[config.mk]
export PLATFORM = sky130hd
export DESIGN_NAME = cpu_lsu
export DESIGN_NICKNAME = d
export VERILOG_FILES = /design/src/rtl/cpu_pkg.sv /design/src/rtl/lsu_align.sv /design/src/rtl/cpu_lsu.sv
export SDC_FILE = /design/constraint.sdc
export NUM_CORES = 1
export LEC_CHECK = 0
export ABC_CLOCK_PERIOD_IN_PS = 6800
export CORE_MARGIN = 10
export CORE_UTILIZATION = 51
export DETAILED_ROUTE_END_ITERATION = 10
export GPL_TIMING_DRIVEN = 0
export PLACE_DENSITY = 0.85
export SLEW_MARGIN = 20
export SYNTH_ARGS = -nofsm -noshare
export SYNTH_HDL_FRONTEND = slang
export SYNTH_HIERARCHICAL = 1
export SYNTH_SLANG_ARGS = --single-unit
export TNS_END_PERCENT = 10
[constraint.sdc]
create_clock -name clk_i -period 6.8 [get_ports clk_i]
set_input_delay 1.02 -clock clk_i [delete_from_list [all_inputs] [get_ports clk_i]]
set_output_delay 1.02 -clock clk_i [all_outputs]
set_load 0.005 [all_outputs]
[src/rtl/cpu_pkg.sv]
// Shared types for the load/store unit.
//   lsu_state_t : FSM encoding (IDLE, BUSY, RESP)
//   lsu_err_t   : response error codes carried on rsp_err_o
//   SZ_*        : funct3[1:0] access-size encodings
package cpu_pkg;
  typedef enum logic [1:0] {IDLE, BUSY, RESP} lsu_state_t;

  typedef enum logic [1:0] {
    ERR_OK       = 2'd0,
    ERR_MISALIGN = 2'd1,
    ERR_TIMEOUT  = 2'd2,
    ERR_SIZE     = 2'd3
  } lsu_err_t;

  localparam logic [1:0] SZ_B = 2'd0;
  localparam logic [1:0] SZ_H = 2'd1;
  localparam logic [1:0] SZ_W = 2'd2;
  localparam logic [1:0] SZ_D = 2'd3;
endpackage

[src/rtl/lsu_align.sv]
// Combinational lane alignment for the LSU.
//   funct3_i  : size [1:0], unsigned-load [2]
//   addr_lo_i : low three address bits (lane offset + alignment check)
//   wdata_i   : LSB-justified store data   -> wdata_o  : lane-shifted store data
//   rdata_i   : raw memory word            -> rdata_o  : extracted, extended load data
//   byte_en_o : size mask shifted into the addressed lanes
//   misalign_o: address not a multiple of the access size
//   bad_size_o: doubleword access on a 32-bit datapath
module lsu_align
  import cpu_pkg::*;
#(
  parameter int XLEN = 32
) (
  input  logic [2:0]        funct3_i,
  input  logic [2:0]        addr_lo_i,
  input  logic [XLEN-1:0]   wdata_i,
  input  logic [XLEN-1:0]   rdata_i,
  output logic [XLEN-1:0]   wdata_o,
  output logic [XLEN/8-1:0] byte_en_o,
  output logic [XLEN-1:0]   rdata_o,
  output logic              misalign_o,
  output logic              bad_size_o
);
  localparam int NB   = XLEN / 8;
  localparam int OFFW = $clog2(NB);

  logic [1:0]      size;
  logic            sx;
  logic [OFFW-1:0] off;
  logic [7:0]      mask;
  logic [2:0]      alm;
  logic [XLEN-1:0] rsh;
  logic [63:0]     b_ext, h_ext, w_ext;

  assign size = funct3_i[1:0];
  assign sx   = ~funct3_i[2];
  assign off  = addr_lo_i[OFFW-1:0];

  always_comb begin
    mask = 8'hFF;
    alm  = 3'd7;
    unique case (size)
      SZ_B: begin mask = 8'h01; alm = 3'd0; end
      SZ_H: begin mask = 8'h03; alm = 3'd1; end
      SZ_W: begin mask = 8'h0F; alm = 3'd3; end
      default: begin mask = 8'hFF; alm = 3'd7; end
    endcase
  end

  assign byte_en_o  = NB'(mask) << off;
  assign wdata_o    = wdata_i << {off, 3'b000};
  assign misalign_o = |(addr_lo_i & alm);
  assign bad_size_o = (XLEN == 32) && (size == SZ_D);

  // Extensions are built at 64 bits and truncated so no replication count
  // ever goes to zero when XLEN=32.
  assign rsh   = rdata_i >> {off, 3'b000};
  assign b_ext = {{56{sx & rsh[7]}},  rsh[7:0]};
  assign h_ext = {{48{sx & rsh[15]}}, rsh[15:0]};
  assign w_ext = {{32{sx & rsh[31]}}, rsh[31:0]};

  always_comb begin
    rdata_o = rsh;
    unique case (size)
      SZ_B:    rdata_o = XLEN'(b_ext);
      SZ_H:    rdata_o = XLEN'(h_ext);
      SZ_W:    rdata_o = XLEN'(w_ext);
      default: rdata_o = rsh;
    endcase
  end
endmodule

[src/rtl/cpu_lsu.sv]
// Load/store unit between execute and data RAM.
//   req_*  : ready/valid request from execute (accepted only in IDLE)
//   rsp_*  : held response (valid until rsp_ready_i), err 0/1/2/3
//   dram_* : req/ack memory handshake; outputs stable while dram_req_o is high
// Parameters: XLEN (32 or 64), TIMEOUT (max BUSY cycles without ack).
module cpu_lsu
  import cpu_pkg::*;
#(
  parameter int XLEN    = 32,
  parameter int TIMEOUT = 255
) (
  input  logic              clk_i,
  input  logic              rst_i,
  input  logic              req_valid_i,
  output logic              req_ready_o,
  input  logic              req_store_i,
  input  logic [2:0]        req_funct3_i,
  input  logic [XLEN-1:0]   req_addr_i,
  input  logic [XLEN-1:0]   req_wdata_i,
  input  logic [4:0]        req_rd_i,
  output logic              rsp_valid_o,
  input  logic              rsp_ready_i,
  output logic [4:0]        rsp_rd_o,
  output logic [XLEN-1:0]   rsp_data_o,
  output logic [1:0]        rsp_err_o,
  output logic              dram_req_o,
  output logic              dram_we_o,
  output logic [XLEN-1:0]   dram_addr_o,
  output logic [XLEN-1:0]   dram_wdata_o,
  output logic [XLEN/8-1:0] dram_byte_en_o,
  input  logic              dram_ack_i,
  input  logic [XLEN-1:0]   dram_rdata_i
);
  localparam int NB   = XLEN / 8;
  localparam int OFFW = $clog2(NB);

  lsu_state_t      state_q, state_d;
  logic            store_q, store_d;
  logic [2:0]      f3_q, f3_d;
  logic [XLEN-1:0] addr_q, addr_d;
  logic [XLEN-1:0] wdata_q, wdata_d;
  logic [4:0]      rd_q, rd_d;
  logic [15:0]     cnt_q, cnt_d;
  logic [XLEN-1:0] rsp_data_q, rsp_data_d;
  lsu_err_t        rsp_err_q, rsp_err_d;
  logic            ready_q, ready_d;
  logic            dreq_q, dreq_d;
  logic            rvalid_q, rvalid_d;

  // In IDLE the aligner looks at the incoming request so the error checks
  // can steer the FSM at accept; afterwards it sees the held request.
  logic            idle;
  logic [2:0]      a_f3;
  logic [2:0]      a_addr_lo;
  logic [XLEN-1:0] a_wdata;
  logic [XLEN-1:0] al_wdata, al_rdata;
  logic [NB-1:0]   al_be;
  logic            misalign, bad_size;

  assign idle      = (state_q == IDLE);
  assign a_f3      = idle ? req_funct3_i : f3_q;
  assign a_addr_lo = idle ? req_addr_i[2:0] : addr_q[2:0];
  assign a_wdata   = idle ? req_wdata_i : wdata_q;

  lsu_align #(.XLEN(XLEN)) u_align (
    .funct3_i  (a_f3),
    .addr_lo_i (a_addr_lo),
    .wdata_i   (a_wdata),
    .rdata_i   (dram_rdata_i),
    .wdata_o   (al_wdata),
    .byte_en_o (al_be),
    .rdata_o   (al_rdata),
    .misalign_o(misalign),
    .bad_size_o(bad_size)
  );

  always_comb begin
    state_d    = state_q;
    store_d    = store_q;
    f3_d       = f3_q;
    addr_d     = addr_q;
    wdata_d    = wdata_q;
    rd_d       = rd_q;
    cnt_d      = cnt_q;
    rsp_data_d = rsp_data_q;
    rsp_err_d  = rsp_err_q;
    ready_d    = ready_q;
    dreq_d     = dreq_q;
    rvalid_d   = rvalid_q;
    unique case (state_q)
      IDLE: begin
        if (req_valid_i && ready_q) begin
          store_d    = req_store_i;
          f3_d       = req_funct3_i;
          addr_d     = req_addr_i;
          wdata_d    = req_wdata_i;
          rd_d       = req_rd_i;
          rsp_data_d = '0;
          ready_d    = 1'b0;
          if (bad_size || misalign) begin
            // Size error outranks misalignment: a D access is meaningless here.
            rsp_err_d = bad_size ? ERR_SIZE : ERR_MISALIGN;
            rvalid_d  = 1'b1;
            state_d   = RESP;
          end else begin
            rsp_err_d = ERR_OK;
            dreq_d    = 1'b1;
            cnt_d     = '0;
            state_d   = BUSY;
          end
        end
      end
      BUSY: begin
        // Ack is checked first so it wins over a coincident timeout.
        if (dram_ack_i) begin
          rsp_data_d = store_q ? '0 : al_rdata;
          rsp_err_d  = ERR_OK;
          dreq_d     = 1'b0;
          rvalid_d   = 1'b1;
          state_d    = RESP;
        end else if (cnt_q == 16'(TIMEOUT - 1)) begin
          rsp_data_d = '0;
          rsp_err_d  = ERR_TIMEOUT;
          dreq_d     = 1'b0;
          rvalid_d   = 1'b1;
          state_d    = RESP;
        end else begin
          cnt_d = cnt_q + 16'd1;
        end
      end
      RESP: begin
        if (rsp_ready_i) begin
          rsp_data_d = '0;
          rsp_err_d  = ERR_OK;
          rvalid_d   = 1'b0;
          ready_d    = 1'b1;
          state_d    = IDLE;
        end
      end
      default: begin
        state_d = IDLE;
        ready_d = 1'b1;
        dreq_d  = 1'b0;
      end
    endcase
  end

  always_ff @(posedge clk_i) begin
    if (rst_i) begin
      state_q    <= IDLE;
      store_q    <= 1'b0;
      f3_q       <= '0;
      addr_q     <= '0;
      wdata_q    <= '0;
      rd_q       <= '0;
      cnt_q      <= '0;
      rsp_data_q <= '0;
      rsp_err_q  <= ERR_OK;
      ready_q    <= 1'b1;
      dreq_q     <= 1'b0;
      rvalid_q   <= 1'b0;
    end else begin
      state_q    <= state_d;
      store_q    <= store_d;
      f3_q       <= f3_d;
      addr_q     <= addr_d;
      wdata_q    <= wdata_d;
      rd_q       <= rd_d;
      cnt_q      <= cnt_d;
      rsp_data_q <= rsp_data_d;
      rsp_err_q  <= rsp_err_d;
      ready_q    <= ready_d;
      dreq_q     <= dreq_d;
      rvalid_q   <= rvalid_d;
    end
  end

  assign req_ready_o    = ready_q;
  assign rsp_valid_o    = rvalid_q;
  assign rsp_rd_o       = rd_q;
  assign rsp_data_o     = rsp_data_q;
  assign rsp_err_o      = rsp_err_q;
  // Memory-side outputs read zero whenever no access is in flight.
  assign dram_req_o     = dreq_q;
  assign dram_we_o      = dreq_q & store_q;
  assign dram_addr_o    = dreq_q ? {addr_q[XLEN-1:OFFW], {OFFW{1'b0}}} : '0;
  assign dram_wdata_o   = dreq_q ? al_wdata : '0;
  assign dram_byte_en_o = dreq_q ? al_be : '0;
endmodule

Word-level counts from Yosys, hierarchy flattened --
Cells that the tools add are included. W data, S select, Z words.
Storage, ports and cells: flip-flop bits (word level) 128, output and inout port bits 111, word-level logic and storage cells 95, bits of input ports 110
Operators by class: bitwise gates (word level) 7, add/subtract/negate cells 1, shift-type cells 3, mux-type cells 45, reduce and logical (&&, ||, !) cells 14, eq/ne operators 13
Operators by type and width (number):
- $mux W32 | 8
- $pmux W32 S3 | 1
- $mux W16 | 4
- $pmux W32 S2 | 1
- $pmux W16 S2 | 1
- $shl A32 B5 Y32 | 1
- $shr A32 B5 Y32 | 1
- $mux W2 | 9
- $add A16 B1 Y16 const B | 1
- $eq A16 B8 Y1 const B | 1
- $pmux W2 S3 | 2
- $pmux W4 S3 | 1
- $mux W1 | 11
- $reduce_and A5 Y1 | 2
- $pmux W1 S3 | 3
- $pmux W3 S3 | 1
- $ne A2 B2 Y1 const B | 4
- $reduce_and A4 Y1 | 2
- $eq A2 B2 Y1 const B | 3
- $mux W3 | 2
- $reduce_and A3 Y1 | 2
- $eq A2 B1 Y1 const B | 2
- $logic_not A2 Y1 | 2
- $mux W4 | 1
- other kinds (12) | 17

Depth between registers and ports, before layout --
word-level depth 10, gate-level depth with buffers 16, mapped depth without buffers 10

Hierarchy --
Netlist, hierarchy kept.
By module, submodules not included:
- cpu_lsu | seq. area each 2562.5 um2, area each 5920.7 um2, cells each 734, times used 1
- lsu_align | seq. area each 0.0 um2, area each 1267.5 um2, cells each 202, times used 1

Worst setup path before layout --
Ideal clock, no wire load.
path type reg-to-reg, start point register state_q[0], end point register cnt_q[13], data required time 6.729 ns, arrival 3.659 ns, setup slack 3.071 ns, buffers on the path 6, stages on the path, launching flop included 17, setup time 0.071 ns, clock period less this slack 3.729 ns, path through dfxtp_1 inv_1 ha_1 clkbuf_1 buf_1 mux2_2 buf_6 buf_2 buf_2 o21ai_0 o21ai_0 nand4bb_1 a221oi_1 a2bb2oi_1 buf_2 or3_1 a21oi_1
Between the ends: elaborated cells on any way between the ends 19, classes of those cells 8 x eq/ne; 4 x mux; 1 x bitwise; 6 x reduce/logical
RTL lines:
- start: declaration | line cpu_lsu.sv:37 | lsu_state_t state_q, state_d;
- start signal: assignment | line cpu_lsu.sv:163 | state_q <= state_d;
- $logic_not A2 Y1 | line cpu_lsu.sv:60 | assign idle = (state_q == IDLE);
- $mux W3 | line cpu_lsu.sv:62 | assign a_addr_lo = idle ? req_addr_i[2:0] : addr_q[2:0];
- via a_addr_lo[0] | line cpu_lsu.sv:54 | logic [2:0] a_addr_lo;
- $and A3 B3 Y3 | line lsu_align.sv:52 | assign misalign_o = |(addr_lo_i & alm);
- $reduce_or A3 Y1 | line lsu_align.sv:52
- via misalign | line cpu_lsu.sv:58 | logic misalign, bad_size;
- $logic_or A1 B1 Y1 | line cpu_lsu.sv:100 | if (bad_size || misalign) begin
- $ne A2 B2 Y1 (no line)
- $reduce_and A5 Y1 (no line)
- end signal: assignment | line cpu_lsu.sv:169 | cnt_q <= cnt_d;
- end: declaration | line cpu_lsu.sv:43 | logic [15:0] cnt_q, cnt_d;
The timed path passes the listed nets, and every way through them passes these cells. A chain may end at the register's enable or synchronous reset.

Worst setup path after layout --
start point register state_q[0], end point output port dram_wdata_o[21]
Between the ends: cells in the longest elaborated chain, start to end 4, elaborated cells on any way between the ends 5, classes of those cells 1 x shift; 3 x mux; 1 x reduce/logical
RTL lines:
- $logic_not A2 Y1 | line cpu_lsu.sv:60
- $mux W3 | line cpu_lsu.sv:62
- via a_addr_lo[0] | line cpu_lsu.sv:54
- $shl A32 B5 Y32 | line lsu_align.sv:51 | assign wdata_o = wdata_i << {off, 3'b000};
- via al_wdata[21] | line cpu_lsu.sv:56 | logic [XLEN-1:0] al_wdata, al_rdata;
- $mux W32 | line cpu_lsu.sv:187 | assign dram_wdata_o = dreq_q ? al_wdata : '0;
- end: declaration | line cpu_lsu.sv:29 | output logic [XLEN-1:0] dram_wdata_o,
The timed path passes the listed nets, and every way through them passes these cells.

==> results.cfg <==
[global_route]
grt_overflow_total = 0
antenna_found_initial = 4
grt_usage_pct = 25.23
grt_pass1_vias = 7499
grt_pass1_wl_um = 40120
grt_max_degree = 17

[sta]
period_needed_ns = 5.289
slew_viol_final = 0
rsz0062_at_grt = no
relSlewSlack_pct = 42.23
whs_ns = 0.4499
max_freq_ghz = 0.1891
setup_slack_ns = 1.511
worst_pin_slew_ns = 0.8646
setup_viol = 0
setup_tns_ns = 0
finalClockSkew_ns = 0.005051
fin_crit_sh_pct = 77.79
hold_viol_final = 0

[final_layout]
nets = 1289
final_layout_size_suffix_gt1_share_pct = 8.432
fillers = 1113
multi_input_area_um2 = 4265
seqCellArea_um2 = 2562
area_growth_pct = 41.72
postLayoutCoreUtil_pct = 73.68

[setup_path]
startpoint_type = flip-flop
endpoint_kind = primary output
critical_path_required_ns = 5.78
crit_fanout = 10
path_class = flip-flop to primary output
r2r_cells = 16
critPathArrivalTime_ns = 4.27

[hold_path]
hp-class = flip-flop to flip-flop
min_delay_path_depth = 2

[detailed_routing]
wirelength_um = 25460
first_iter_violations = 721
vias = 7657
dr.pass1.iters = 5
drc = 0
vias_per_cell = 5.593
wire_per_inst_um = 18.60
ant_nets = 0

[clock_tree]
clk_latency_ns = 0.42
ctsHoldBuffers = 0
cts_sinks = 128
cts-root-buf = clkbuf_16
htreeDepth = 4
cts-resized-gates = 0
cts_buffer_depth = 2
cts_tree = done
clk_pin_slew_worst_paths_ns = 0.06
post_cts_buffers = 0
cts_buffers = 17

[power_and_ir_drop]
power_frac_comb_pct = 51.2
power_switching_mw = 1.563
intPower_mw = 2.271
clkPwrFrac_pct = 24.2
leakage_nw = 3.777
power_density_nw_per_um2 = 376.4
p_total_mw = 3.834
seqPwrFrac_pct = 24.5
max-vdd-ir-drop_mv = 0.2663
p_sw_share_pct = 40.78

[die]
initial_utilization_pct = 51.99
die_area_um2 = 19240
rows = 43
die_w_um = 138.7
die_h_um = 138.7
io_pins = 221
core-area_um2 = 13830

[logic_synthesis]
synth_ff_type = dfxtp_1
async_flop_share_pct = 0
syn_avg_cell_area_um2 = 7.680
ys_ff_latch = 128
syn_inst = 936
synth-edff-count = 0
yosys_warnings = 6
netlist_area_um2 = 7188
yosysSeqAreaShare_pct = 35.65
synth_cell_types = 49

[outcome]
outcome = complete, no violations

[placed_design]
dpl.hpwl_um = 18750
preCtsSetupSlack_ns = 2.039
io_buffers = 217
gp_congestion = 0.9343

[run]
cap_violations = 0
sequential cells by signal (all words and copies together) (netlist names):
signal and cells:
addr_q 32, dram_req_o 1, store_q 1, rsp_rd_o 5
state_q 2, cnt_q 16, rsp_data_o 32, f3_q 3
req_ready_o 1, wdata_q 32, rsp_valid_o 1, rsp_err_o 2
cells in the final DEF, fill, tap and decap left out, drive strengths merged, types with 9 or more instances in the layout:
master,n
nand2,179
dfxtp,128
o21ai,61
mux2i,39
clkdlybuf4s50,217
and2,79
nand2b,40
clkbuf,65
mux2,38
buf,33
a211oi,25
nand3,45
nor2,42
a21oi,106
nor2b,18
or3,9
cell families (layout without fill, tap and decap cells):
logic type      Yosys count  in the layout  synth area share [%]
mux                      77             77                 11.44
fa+ha+maj                 6              6                 1.044
compound gates          205            205                 16.22
flops                   128            128                 35.65
simple gates            433            433                 30.04
buf+inv                  82            331                 5.065
other cells               1              5               0.05217
xor+xnor                  4              4                0.4875
synth_stat cells, types with 4 or more instances:
library cell	count	area, um2
nand2b_1	39	244.0
buf_1	11	41.29
dfxtp_1	128	2562
buf_4	4	30.03
and3_1	6	37.54
nand2_1	179	671.9
a211oi_1	24	180.2
nand4_1	4	25.02
or3_1	9	56.30
inv_1	7	26.28
nor2b_1	18	112.6
mux2i_1	38	380.4
o21ai_0	59	295.3
buf_2	15	75.07
nand3_1	45	225.2
and2_1	79	494.2
mux2_2	38	427.9
nor2_1	42	157.7
clkbuf_1	42	157.7
a21oi_1	106	530.5
ha_1	6	75.07
final timing paths:
path	from	to	slack [ns]
setup / recovery	state_q[0]	dram_wdata_o[21]	1.51
hold reg to reg	addr_q[5]	addr_q[5]	0.45
setup reg to reg	state_q[0]	cnt_q[15]	2.13
hold / removal	addr_q[5]	addr_q[5]	0.45
power groups by stage:
stage,clock [mW],combinational [mW],sequential [mW]
floorplan,0,1.27,0.940
global placement,0,1.88,0.946
detailed placement,0,1.90,0.953
CTS,0.930,1.92,0.939
global route,0.967,2.12,0.953
finish,0.930,1.96,0.940
critical path: stages (launching register included):
cell and delay (ns):
dfxtp_1 0.34, inv_1 0.09, ha_1 0.23, clkbuf_1 0.49
buf_1 0.53, mux2_2 0.41, buf_6 0.14, nor2b_1 0.10
clkbuf_1 0.30, buf_2 0.32, nand2_1 0.10, o21ai_0 0.11
and2_1 0.17, clkdlybuf4s50_1 0.52
layer usage:
layer | GRT usage [%] | wire (um) | share of wire [%] | up-vias
met5 | 0 | 20 | 0.079 | -
li1 | - | - | - | 3650
met4 | 10.98 | 818 | 3.2 | 2
met2 | 41.32 | 12090 | 47 | 368
met3 | 6.678 | 1939 | 7.6 | 83
met1 | 30.45 | 10600 | 42 | 3554
metrics by stage:
| step | cell area [um2] | std cells |
|---|---|---|
| final | 10190 | 1369 |
| after global routing | 10190 | 1369 |
| after CTS | 10180 | 1366 |
| after detailed placement | 9589 | 1334 |
| after global placement | 9589 | 1334 |
| after floorplan | 7192 | 937 |
final cells by class:
type | instances | share of cell area [%]
inverter | 7 | 0.2579
antenna | 3 | 0.07369
timing repair buffer | 217 | 21.32
tap | 180 | 2.211
sequential | 128 | 25.15
multi-input combinational | 727 | 41.87
clock buffer | 23 | 4.495
buffer | 75 | 3.316
clock inverter | 9 | 1.302
Power figures use the tool's default switching activity.
